===== src/rtl/mem_load_arbiter.sv =====
// Sequential memory loader with a round-robin shared host port.
// Stream beats fill words 0..M-1 in order; the host gets random read/write access to the same port.
module mem_load_arbiter #(
    parameter int M  = 320,
    parameter int N  = 8,
    parameter int AW = $clog2(M)
) (
    input  logic          clk,
    input  logic          reset,
    input  logic          stream_start,
    input  logic          stream_valid,
    input  logic [N-1:0]  stream_data,
    output logic          stream_ready,
    input  logic          host_req,
    input  logic          host_we,
    input  logic [AW-1:0] host_addr,
    input  logic [N-1:0]  host_wdata,
    output logic          host_gnt,
    output logic [N-1:0]  host_rdata,
    output logic          host_rvalid,
    output logic [AW-1:0] mem_addr,
    output logic [N-1:0]  mem_wdata,
    output logic          mem_we,
    input  logic [N-1:0]  mem_rdata,
    output logic [AW:0]   load_count,
    output logic          load_done,
    output logic [1:0]    fsm_state
);

    // fsm_state encoding: 0 = IDLE, 1 = LOAD, 2 = DONE.
    typedef enum logic [1:0] {
        IDLE = 2'd0,
        LOAD = 2'd1,
        DONE = 2'd2
    } state_t;

    localparam logic [AW:0]   M_LIMIT   = (AW+1)'(M);
    localparam logic [AW-1:0] LAST_ADDR = AW'(M - 1);

    state_t        state, state_nxt;
    logic [AW-1:0] ptr;
    logic          last_host;   // 1 when the host won the most recent grant
    logic          stream_fire;
    logic          host_in_range;
    logic          rd_pend;
    logic          rd_oor;

    // Handshake: a stream beat transfers on a cycle where stream_valid and
    // stream_ready are both 1; ready is only offered in LOAD and is withdrawn
    // on restart cycles and on cycles where the host owns the memory port.
    always_comb begin
        state_nxt    = state;
        host_gnt     = 1'b0;
        stream_ready = 1'b0;
        if (!reset) begin
            if (state == LOAD) begin
                if (host_req && stream_valid)
                    host_gnt = !last_host;
                else
                    host_gnt = host_req;
                stream_ready = !stream_start && !host_gnt;
            end else begin
                host_gnt = host_req;
            end
        end
        if (stream_start)
            state_nxt = LOAD;
        else if (stream_fire && ptr == LAST_ADDR)
            state_nxt = DONE;
    end

    assign stream_fire   = stream_valid && stream_ready;
    assign host_in_range = {1'b0, host_addr} < M_LIMIT;
    assign fsm_state     = state;

    always_ff @(posedge clk) begin
        if (reset) begin
            state       <= IDLE;
            ptr         <= '0;
            load_count  <= '0;
            load_done   <= 1'b0;
            mem_we      <= 1'b0;
            mem_addr    <= '0;
            mem_wdata   <= '0;
            host_rdata  <= '0;
            host_rvalid <= 1'b0;
            rd_pend     <= 1'b0;
            rd_oor      <= 1'b0;
            last_host   <= 1'b0;
        end else begin
            state       <= state_nxt;
            mem_we      <= 1'b0;
            host_rvalid <= rd_pend;
            rd_pend     <= host_gnt && !host_we;
            rd_oor      <= !host_in_range;
            // Read data comes back one cycle after the address was presented.
            if (rd_pend)
                host_rdata <= rd_oor ? '0 : mem_rdata;

            if (stream_start) begin
                ptr        <= '0;
                load_count <= '0;
                load_done  <= 1'b0;
            end else if (stream_fire) begin
                mem_addr   <= ptr;
                mem_wdata  <= stream_data;
                mem_we     <= 1'b1;
                load_count <= load_count + 1'b1;
                last_host  <= 1'b0;
                if (ptr == LAST_ADDR)
                    load_done <= 1'b1;
                else
                    ptr <= ptr + 1'b1;
            end

            // Never coincides with stream_fire, so the memory port has one owner.
            if (host_gnt) begin
                last_host <= 1'b1;
                if (host_we) begin
                    if (host_in_range) begin
                        mem_addr  <= host_addr;
                        mem_wdata <= host_wdata;
                        mem_we    <= 1'b1;
                    end
                end else begin
                    mem_addr <= host_addr;
                end
            end
        end
    end

endmodule

===== config.mk =====
export PLATFORM = sky130hd
export DESIGN_NAME = mem_load_arbiter
export DESIGN_NICKNAME = d
export VERILOG_FILES = /design/src/rtl/mem_load_arbiter.sv
export SDC_FILE = /design/constraint.sdc
export NUM_CORES = 1
export LEC_CHECK = 0
export ABC_AREA = 0
export CORE_MARGIN = 3
export CORE_UTILIZATION = 35
export CTS_CLUSTER_SIZE = 14
export DETAILED_ROUTE_END_ITERATION = 8
export HOLD_SLACK_MARGIN = 0.02
export PLACE_DENSITY = 0.75
export SYNTH_ARGS = -nofsm -noshare
export SYNTH_HDL_FRONTEND = slang
export SYNTH_SLANG_ARGS = --single-unit

===== constraint.sdc =====
create_clock -name clk -period 1.92 [get_ports clk]
set_clock_uncertainty 0.1 [all_clocks]
set_input_delay 0.384 -clock clk [delete_from_list [all_inputs] [get_ports clk]]
set_output_delay 0.384 -clock clk [all_outputs]
set_load 0.01 [all_outputs]

## After elaboration in Yosys (flattened, before gate mapping)

Cells that the tools add are included.

| storage, ports and cells | value |
|---|---|
| bits in registers | 52 |
| bits of input ports | 39 |
| output and inout port bits | 42 |
| logic and storage cells | 64 |

| cells by class | value |
|---|---|
| add/subtract/negate cells | 2 |
| magnitude comparators | 1 |
| equality and inequality tests | 3 |
| mux-type cells | 28 |
| bitwise logic cells | 1 |
| reduce and logical (&&, ||, !) cells | 16 |

Operators with widths:

| operator | count |
|---|---|
| $mux 8 | 6 |
| $mux 9 | 5 |
| $mux 1 | 17 |
| $add 10x1->10 const B | 1 |
| $add 9x1->9 const B | 1 |
| $eq 9x9->1 const B | 1 |
| $lt 9x9->1 const B | 1 |
| $reduce_and 2->1 | 3 |
| $logic_and 1x1->1 | 5 |
| $logic_not 1->1 | 5 |
| $reduce_bool 2->1 | 2 |
| $eq 2x1->1 const B | 1 |
| $ne 2x1->1 const B | 1 |
| $reduce_or 2->1 | 1 |
| $not 1->1 | 1 |

## Logic depth before layout (Yosys ltp)

Gate-level depths: netlist of run 1.

| depth | value |
|---|---|
| word-level depth | 14 |
| gate-level depth with buffers | 7 |
| gate-level depth less buffers | 4 |

## Worst setup path before layout of run 1

No wires, ideal clock.

| timing | value |
|---|---|
| path type | input to register |
| start point | input reset |
| end point | register load_count[6] |
| library setup time | 0.071 ns |
| data arrival time | 1.658 ns |
| required time | 1.749 ns |
| slack | 0.091 ns |
| stages | 5 |
| buffers on the path | 1 |
| cell sequence | buf_2 -> nor4b_4 -> nand4_2 -> or4_1 -> a21oi_1 |

| between the ends | value |
|---|---|
| cells in the longest elaborated chain, start to end | 2 |
| elaborated cells on any way between the ends | 3 |
| classes of those cells | mux (1); reduce/logical (2) |

Ends and longest elaborated chain:

| what | RTL line | RTL |
|---|---|---|
| from (decl) | 9 | `input logic reset,` |
| $mux 1 | 55 | `if (!reset) begin` |
| $logic_and 1x1->1 | 72 | `assign stream_fire = stream_valid && stream_ready;` |
| to (signal assigned) | 108 | `load_count <= load_count + 1'b1;` |
| to (decl) | 25 | `output logic [AW:0] load_count,` |

Several ways; a longest one is shown, not always the timed one.
A chain may end at the register's enable or synchronous reset.

==> results.py, run 1 <==
metrics = {
    "grt": {
        "antenna_found_initial": 0,
        "track_usage_pct": 18.0,
        "grt-ovfl-total": 0,
        "grt_pass1_wl_mm": 11.0,
        "grt_pass1_vias": 2325,
        "grt_max_degree": 22,
    },
    "timing": {
        "drv_slew": 0,
        "period_share_pct": 96.8,
        "tightestPinTransition_ps": 507,
        "hold_viol": 0,
        "rsz0062_at_grt": "no",
        "tns_ps": 0,
        "setup_viol": 0,
        "post-route-min-period_ps": 1860,
        "fmax_mhz": 538,
        "slew_headroom_pct": 66.1,
    },
    "worst_setup_path": {
        "cp-start-kind": "flip-flop",
        "cp_top_family": "simple AND/OR/NAND/NOR gates",
        "crit_slowest_cell": "dfxtp_2",
        "path_max_fanout": 4,
        "r2r_cells": 11,
        "criticalPathCategory": "flip-flop to output pin",
        "worst-path-buf-inv": 2,
        "worst_ep_arrival_time_ps": 1370,
        "cpPeakStageDelay_ps": 350,
        "crit_required_ps": 1440,
        "path_cells": "buf_6 > nand4b_1 > nand2_1 > nor2_1 > clkdlybuf4s15_1",
        "worstSetupEndpointType": "output pin",
        "path_depth": 5,
    },
    "clocking": {
        "root_buffer": "clkbuf_8",
        "holdBufCountCts": 0,
        "clk_pin_slew_ps": 100,
        "insertion_delay_ps": 310,
        "clockBufferDepth": 2,
        "numCtsBuffers": 5,
        "htree_levels": 2,
        "clock_sinks": 51,
        "cts_tree": "built",
    },
    "synth": {
        "ys_types": 39,
        "netlist_area_mm2": 0.00222,
        "synth_common_cells": "51 x dfxtp_1, 48 x nand2_1, 33 x nor2_1, 23 x a21oi_1, 17 x a311oi_1",
        "postSynthAreaPerCell_um2": 8.26,
        "synth.most_common_cell": "dfxtp_1",
        "synth_seq_cells": 51,
        "synth-seq-area-share_pct": 46.0,
        "synth_largest_area_cell": "dfxtp_1",
        "synthArstFlopShare_pct": 0,
        "yosysWarnings": 0,
        "ys.flop_type": "dfxtp_1",
        "synth_edf_count": 0,
        "synth_nets": 310,
        "syn-instance-count": 269,
        "synth_top_area_share_pct": 46.0,
        "yosys-top-cells-area": "dfxtp_1 46%, nand2_1 8.1%, a311oi_1 6.7%",
    },
    "cells_and_area": {
        "multi_input_area_mm2": 0.00113,
        "fin_util_pct": 58.5,
        "instances_no_fill": 460,
        "drive_gt1_share_pct": 15.8,
        "ff_latch_area_mm2": 0.00102,
        "layout.nets": 425,
        "nFillCells": 535,
        "n_antenna_cell": 0,
        "syn2layout_area_growth_pct": 58.6,
        "final_area_mm2": 0.00352,
    },
    "placement": {
        "numPlacedInstances": 445,
        "hpwl_mm": 4.70,
        "place.gp.congestion": 0.840,
        "numPortBuffers": 80,
        "postPlaceCellArea_mm2": 0.00336,
    },
    "detailed_routing": {
        "wl_mm": 6.47,
        "drt-initial-drc-count": 164,
        "avgViaCountPerCell": 5.12,
        "ant_nets": 0,
        "routed-via-count": 2357,
        "routedWlPerCell_um": 14.1,
        "dr.pass1.iters": 4,
        "drc": 0,
    },
    "worst_hold_path": {
        "hp-class": "flip-flop to flip-flop",
        "min_delay_path_depth": 2,
    },
    "floorplanning": {
        "start_util_pct": 36.9,
        "io_pins": 81,
        "die_h_um": 85.7,
        "die_area_mm2": 0.00734,
        "coreArea_mm2": 0.00603,
        "die_width_um": 85.7,
        "rows": 28,
    },
    "power_and_ir_drop": {
        "peakVddDrop_v": 0.000403,
        "fin_total_pwr_mw": 2.06,
        "power_density_mw_per_mm2": 585,
        "p_leak_nw": 1.30,
    },
    "status": {
        "status": "completed",
    },
    "job": {
        "cap_violations": 0,
    },
}
[stage by stage]
stage          hold slack (ps)  worst slack [ps]
5_1_grt                    397              2.02
2_1_floorplan              358              91.4
3_3_place_gp               358              -578
4_1_cts                    381              18.7
6_report                   381              62.1
3_5_place_dp               366              -559
[path summary, 6_finish.rpt]
path | from | endpoint | slack (ps)
setup / recovery | load_done | host_gnt | 60
hold / removal | mem_addr[5] | mem_addr[5] | 380
setup reg to reg | load_done | mem_addr[8] | 100
hold reg to reg | mem_addr[5] | mem_addr[5] | 380
[worst min-delay path: stages, from the launching register on]
cell	delay (ps)
dfxtp_1	320
nand2_1	50
a311oi_1	70
[registers in the layout (all words and copies together) (netlist names)]
register	count
rd_pend	1
host_rvalid	1
ptr	9
host_rdata	8
load_count	10
load_done	1
fsm_state	1
rd_oor	1
mem_wdata	8
mem_addr	9
last_host	1
mem_we	1
[layer usage]
layer / wire, um / GRT usage (%)
met4: 91 / 5.61
met3: 307 / 1.92
met2: 3280 / 31.9
met5: 0 / 0
met1: 2790 / 22.9
[area by class of cell]
type | count | share of cell area (%)
multi-input cells | 198 | 32.0
flip-flops and latches | 51 | 29.0
clock inverters | 3 | 0.568
repair buffers | 125 | 33.4
clock buffers | 5 | 1.95
well taps | 75 | 2.66
inverters | 3 | 0.320
[cells in the final DEF, fill, tap and decap left out, types with 2 or more instances in the layout]
cell type	n
nor2_1	33
clkbuf_8	5
inv_1	3
dlygate4sd2_1	3
nor3_1	3
nand4_1	5
a21oi_1	23
and4_1	3
dfxtp_1	50
ha_1	2
and3_1	3
or3_1	5
o21ai_1	4
clkinvlp_4	2
nor2b_1	10
mux2i_1	2
a311oi_1	17
buf_4	40
o21ai_0	7
clkdlybuf4s50_1	74
nand2_1	48
or4_1	5
buf_6	2
o31ai_1	3
buf_12	3
nand3_1	7
xnor2_1	2
[timing repair]
| action | 4_1_cts | 5_1_grt |
|---|---|---|
| gates resized for setup | 11 | 5 |
| gates cloned | 0 | 0 |
| setup buffers | 7 | 1 |
| pin swaps | 2 | 1 |
| endpoints found under the setup margin | 27 | 22 |
[power breakdown]
group	internal (mW)	switching [mW]
clock network	0.254	0.372
logic	0.197	0.127
registers	1.09	0.0188
[kinds of logic (layout without fill, tap and decap cells)]
group	count (synthesis)	after routing	share of synthesized area [%]
and+or+nand+nor	131	131	29.2
buffers and inverters	20	136	4.06
xor gates and xnor gates	3	3	1.18
adders and majority gates	2	2	1.13
AOI/OAI and AO/OA	60	60	17.5
muxes	2	2	0.901
DFF	51	51	46.0
Note: power is estimated with default switching activity, not from simulation.
==> run 2, diff against run 1 <==
CELL_PAD_IN_SITES_DETAIL_PLACEMENT = 0   (was not set)
CELL_PAD_IN_SITES_GLOBAL_PLACEMENT = 1   (was not set)
CORE_UTILIZATION = 32   (was 35)
PLACE_DENSITY = 0.9   (was 0.75)
REMOVE_ABC_BUFFERS = 1   (was not set)
==> run 2 against run 1 <==
  * Sequential share of layout area is essentially flat
  * Count of clock-buffer cells in the layout is the same
  * Register-to-register slack about the same
  * Critical path depth shrank 4
  * Global-route usage shrank 2.6 points
  * Core utilization decreased by 4.5 points
  * First-iteration DRC count shrank 59%
  * Largest cell class unchanged
  * Power rose by 5.1%
  * Routed wire length shrank 6.3%
==> results.py, run 2 (synthesis results as in run 1) <==
metrics = {
    "timing": {
        "holdWs_ps": 375,
        "tightestPinTransition_ps": 487,
        "tns_ps": 0,
        "slew_headroom_pct": 67.5,
        "fin_ws_ps": 99.9,
        "period_share_pct": 94.8,
        "hold_viol": 0,
        "rsz0062_at_grt": "no",
        "post-route-min-period_ps": 1820,
        "setup_viol": 0,
        "fmax_mhz": 549,
        "drv_slew": 0,
    },
    "floorplanning": {
        "die_area_mm2": 0.00798,
        "die_width_um": 89.3,
        "coreArea_mm2": 0.00653,
        "start_util_pct": 34.0,
        "die_h_um": 89.3,
        "io_pins": 81,
        "rows": 29,
    },
    "cells_and_area": {
        "instances_no_fill": 455,
        "reg_top3": "load_count (10), mem_addr (9), ptr (9)",
        "n_antenna_cell": 0,
        "layout_common_cells": "74 x clkdlybuf4s50_1, 50 x dfxtp_1, 48 x nand2_1",
        "layout_commonest_cell": "clkdlybuf4s50_1",
        "regMostFlops": "load_count",
        "largest_reg_flops": 10,
        "syn2layout_area_growth_pct": 58.8,
        "drive_gt1_share_pct": 14.6,
        "layout.nets": 419,
    },
    "clocking": {
        "clock_sinks": 51,
        "clk_pin_slew_ps": 90,
        "clockBufferDepth": 2,
        "htree_levels": 2,
        "insertion_delay_ps": 300,
        "numCtsBuffers": 5,
        "root_buffer": "clkbuf_8",
        "cts_tree": "built",
    },
    "worst_setup_path": {
        "path_cells": "clkdlybuf4s50_1",
        "crit_slowest_cell": "clkdlybuf4s50_1",
        "crit_required_ps": 1440,
        "cpPeakStageDelay_ps": 590,
        "cp-start-kind": "flip-flop",
        "worst_ep_arrival_time_ps": 1340,
        "criticalPathCategory": "flip-flop to output pin",
        "reg2reg_from": "load_done",
        "r2r-end": "mem_addr[8]",
        "path_max_fanout": 7,
        "ff2ff_setup_slack_ps": 110,
        "r2r_cells": 11,
        "worstSetupEndpointType": "output pin",
        "worst-path-buf-inv": 1,
        "cp_top_family": "buffers and inverters",
    },
    "detailed_routing": {
        "avgViaCountPerCell": 5.09,
        "drt-initial-drc-count": 67,
        "dr.pass1.iters": 4,
        "ant_nets": 0,
        "drc": 0,
        "wl_mm": 6.07,
        "routed-via-count": 2314,
        "routedWlPerCell_um": 13.3,
    },
    "power_and_ir_drop": {
        "fin_total_pwr_mw": 2.16,
        "power_density_mw_per_mm2": 614,
        "p_leak_nw": 1.30,
        "peakVddDrop_v": 0.000483,
    },
    "worst_hold_path": {
        "hp-class": "flip-flop to flip-flop",
        "min-delay-start": "host_rdata[6]",
        "min_delay_path_depth": 2,
        "worst_hold_path.endpoint": "host_rdata[6]",
    },
    "placement": {
        "hpwl_mm": 4.36,
        "place.gp.congestion": 0.764,
        "numPortBuffers": 80,
        "pre_cts_ws_ps": -550,
        "numPlacedInstances": 439,
    },
    "grt": {
        "antenna_found_initial": 0,
        "grt_max_degree": 26,
        "grt_pass1_wl_mm": 9.89,
        "grt-ovfl-total": 0,
        "track_usage_pct": 15.4,
        "grt_pass1_vias": 2201,
    },
    "job": {
        "cap_violations": 0,
    },
    "status": {
        "status": "completed",
    },
}
## run 2: changes by cell type in the layout (fill, tap and decap cells not counted), sizes merged
cell | previous run | this run
clkdlybuf4s15 | 1 | 0
clkbuf | 6 | 8
buf | 45 | 38
bufinv | 0 | 1
clkinv | 1 | 0
clkinvlp | 2 | 1
## run 2: metal layers
metal | wire (um) | track usage, %
met1 | 2790 | 19.2
met2 | 2890 | 27.2
met3 | 319 | 2.67
met4 | 67 | 4.47
met5 | 0 | 0
## run 2: cell type report
cell class	instances	area, um2
Multi-Input combinational cell	198	1130
Inverter	3	11.3
Sequential cell	51	1020
Clock inverter	2	37.5
Clock buffer	5	68.8
Fill cell	603	3010
Tap cell	77	96.3
Timing Repair Buffer	119	1160
## run 2: metrics by stage
| step | utilization [%] | area [um2] |
|---|---|---|
| global placement | 50.6 | 3300 |
| global route | 54.0 | 3530 |
| detailed placement | 50.6 | 3300 |
| floorplan | - | 2140 |
| CTS | 53.0 | 3460 |
| finish | 54.0 | 3530 |
## run 2: worst max path at each step
| stage | from | endpoint | slack (ps) | cells past startpoint |
|---|---|---|---|---|
| floorplan | load_done | ptr[6] | -160 | 4 |
| global route | load_done | load_count[6] | 2 | 5 |
| global placement | stream_start | stream_ready | -560 | 4 |
| finish | load_count[3] | load_count[3] | 100 | 1 |
| detailed placement | stream_start | stream_ready | -550 | 4 |
| CTS | load_done | host_gnt | 30 | 5 |
## run 2: tightest hold or removal path, stage by stage, from the launching register on
cell      delay [ps]
dfxtp_1          320
nand2b_1          60
a21oi_1           50
## run 2: repair_timing
item / 4_1_cts / 5_1_grt
setup buffers: 7 / 1
gates cloned: 0 / 2
pin swaps: 2 / 8
hold buffers: 0 / 0
resized for setup: 10 / 8
setup endpoints to repair: 24 / 15
## run 2: where the power goes
part           switching (mW)  leakage, nW  internal (mW)  total [mW]
Sequential             0.0188        0.415           1.09        1.11
Combinational           0.124        0.836          0.197       0.321
Clock                   0.353       0.0502          0.381       0.734
Total                   0.495         1.30           1.67        2.16
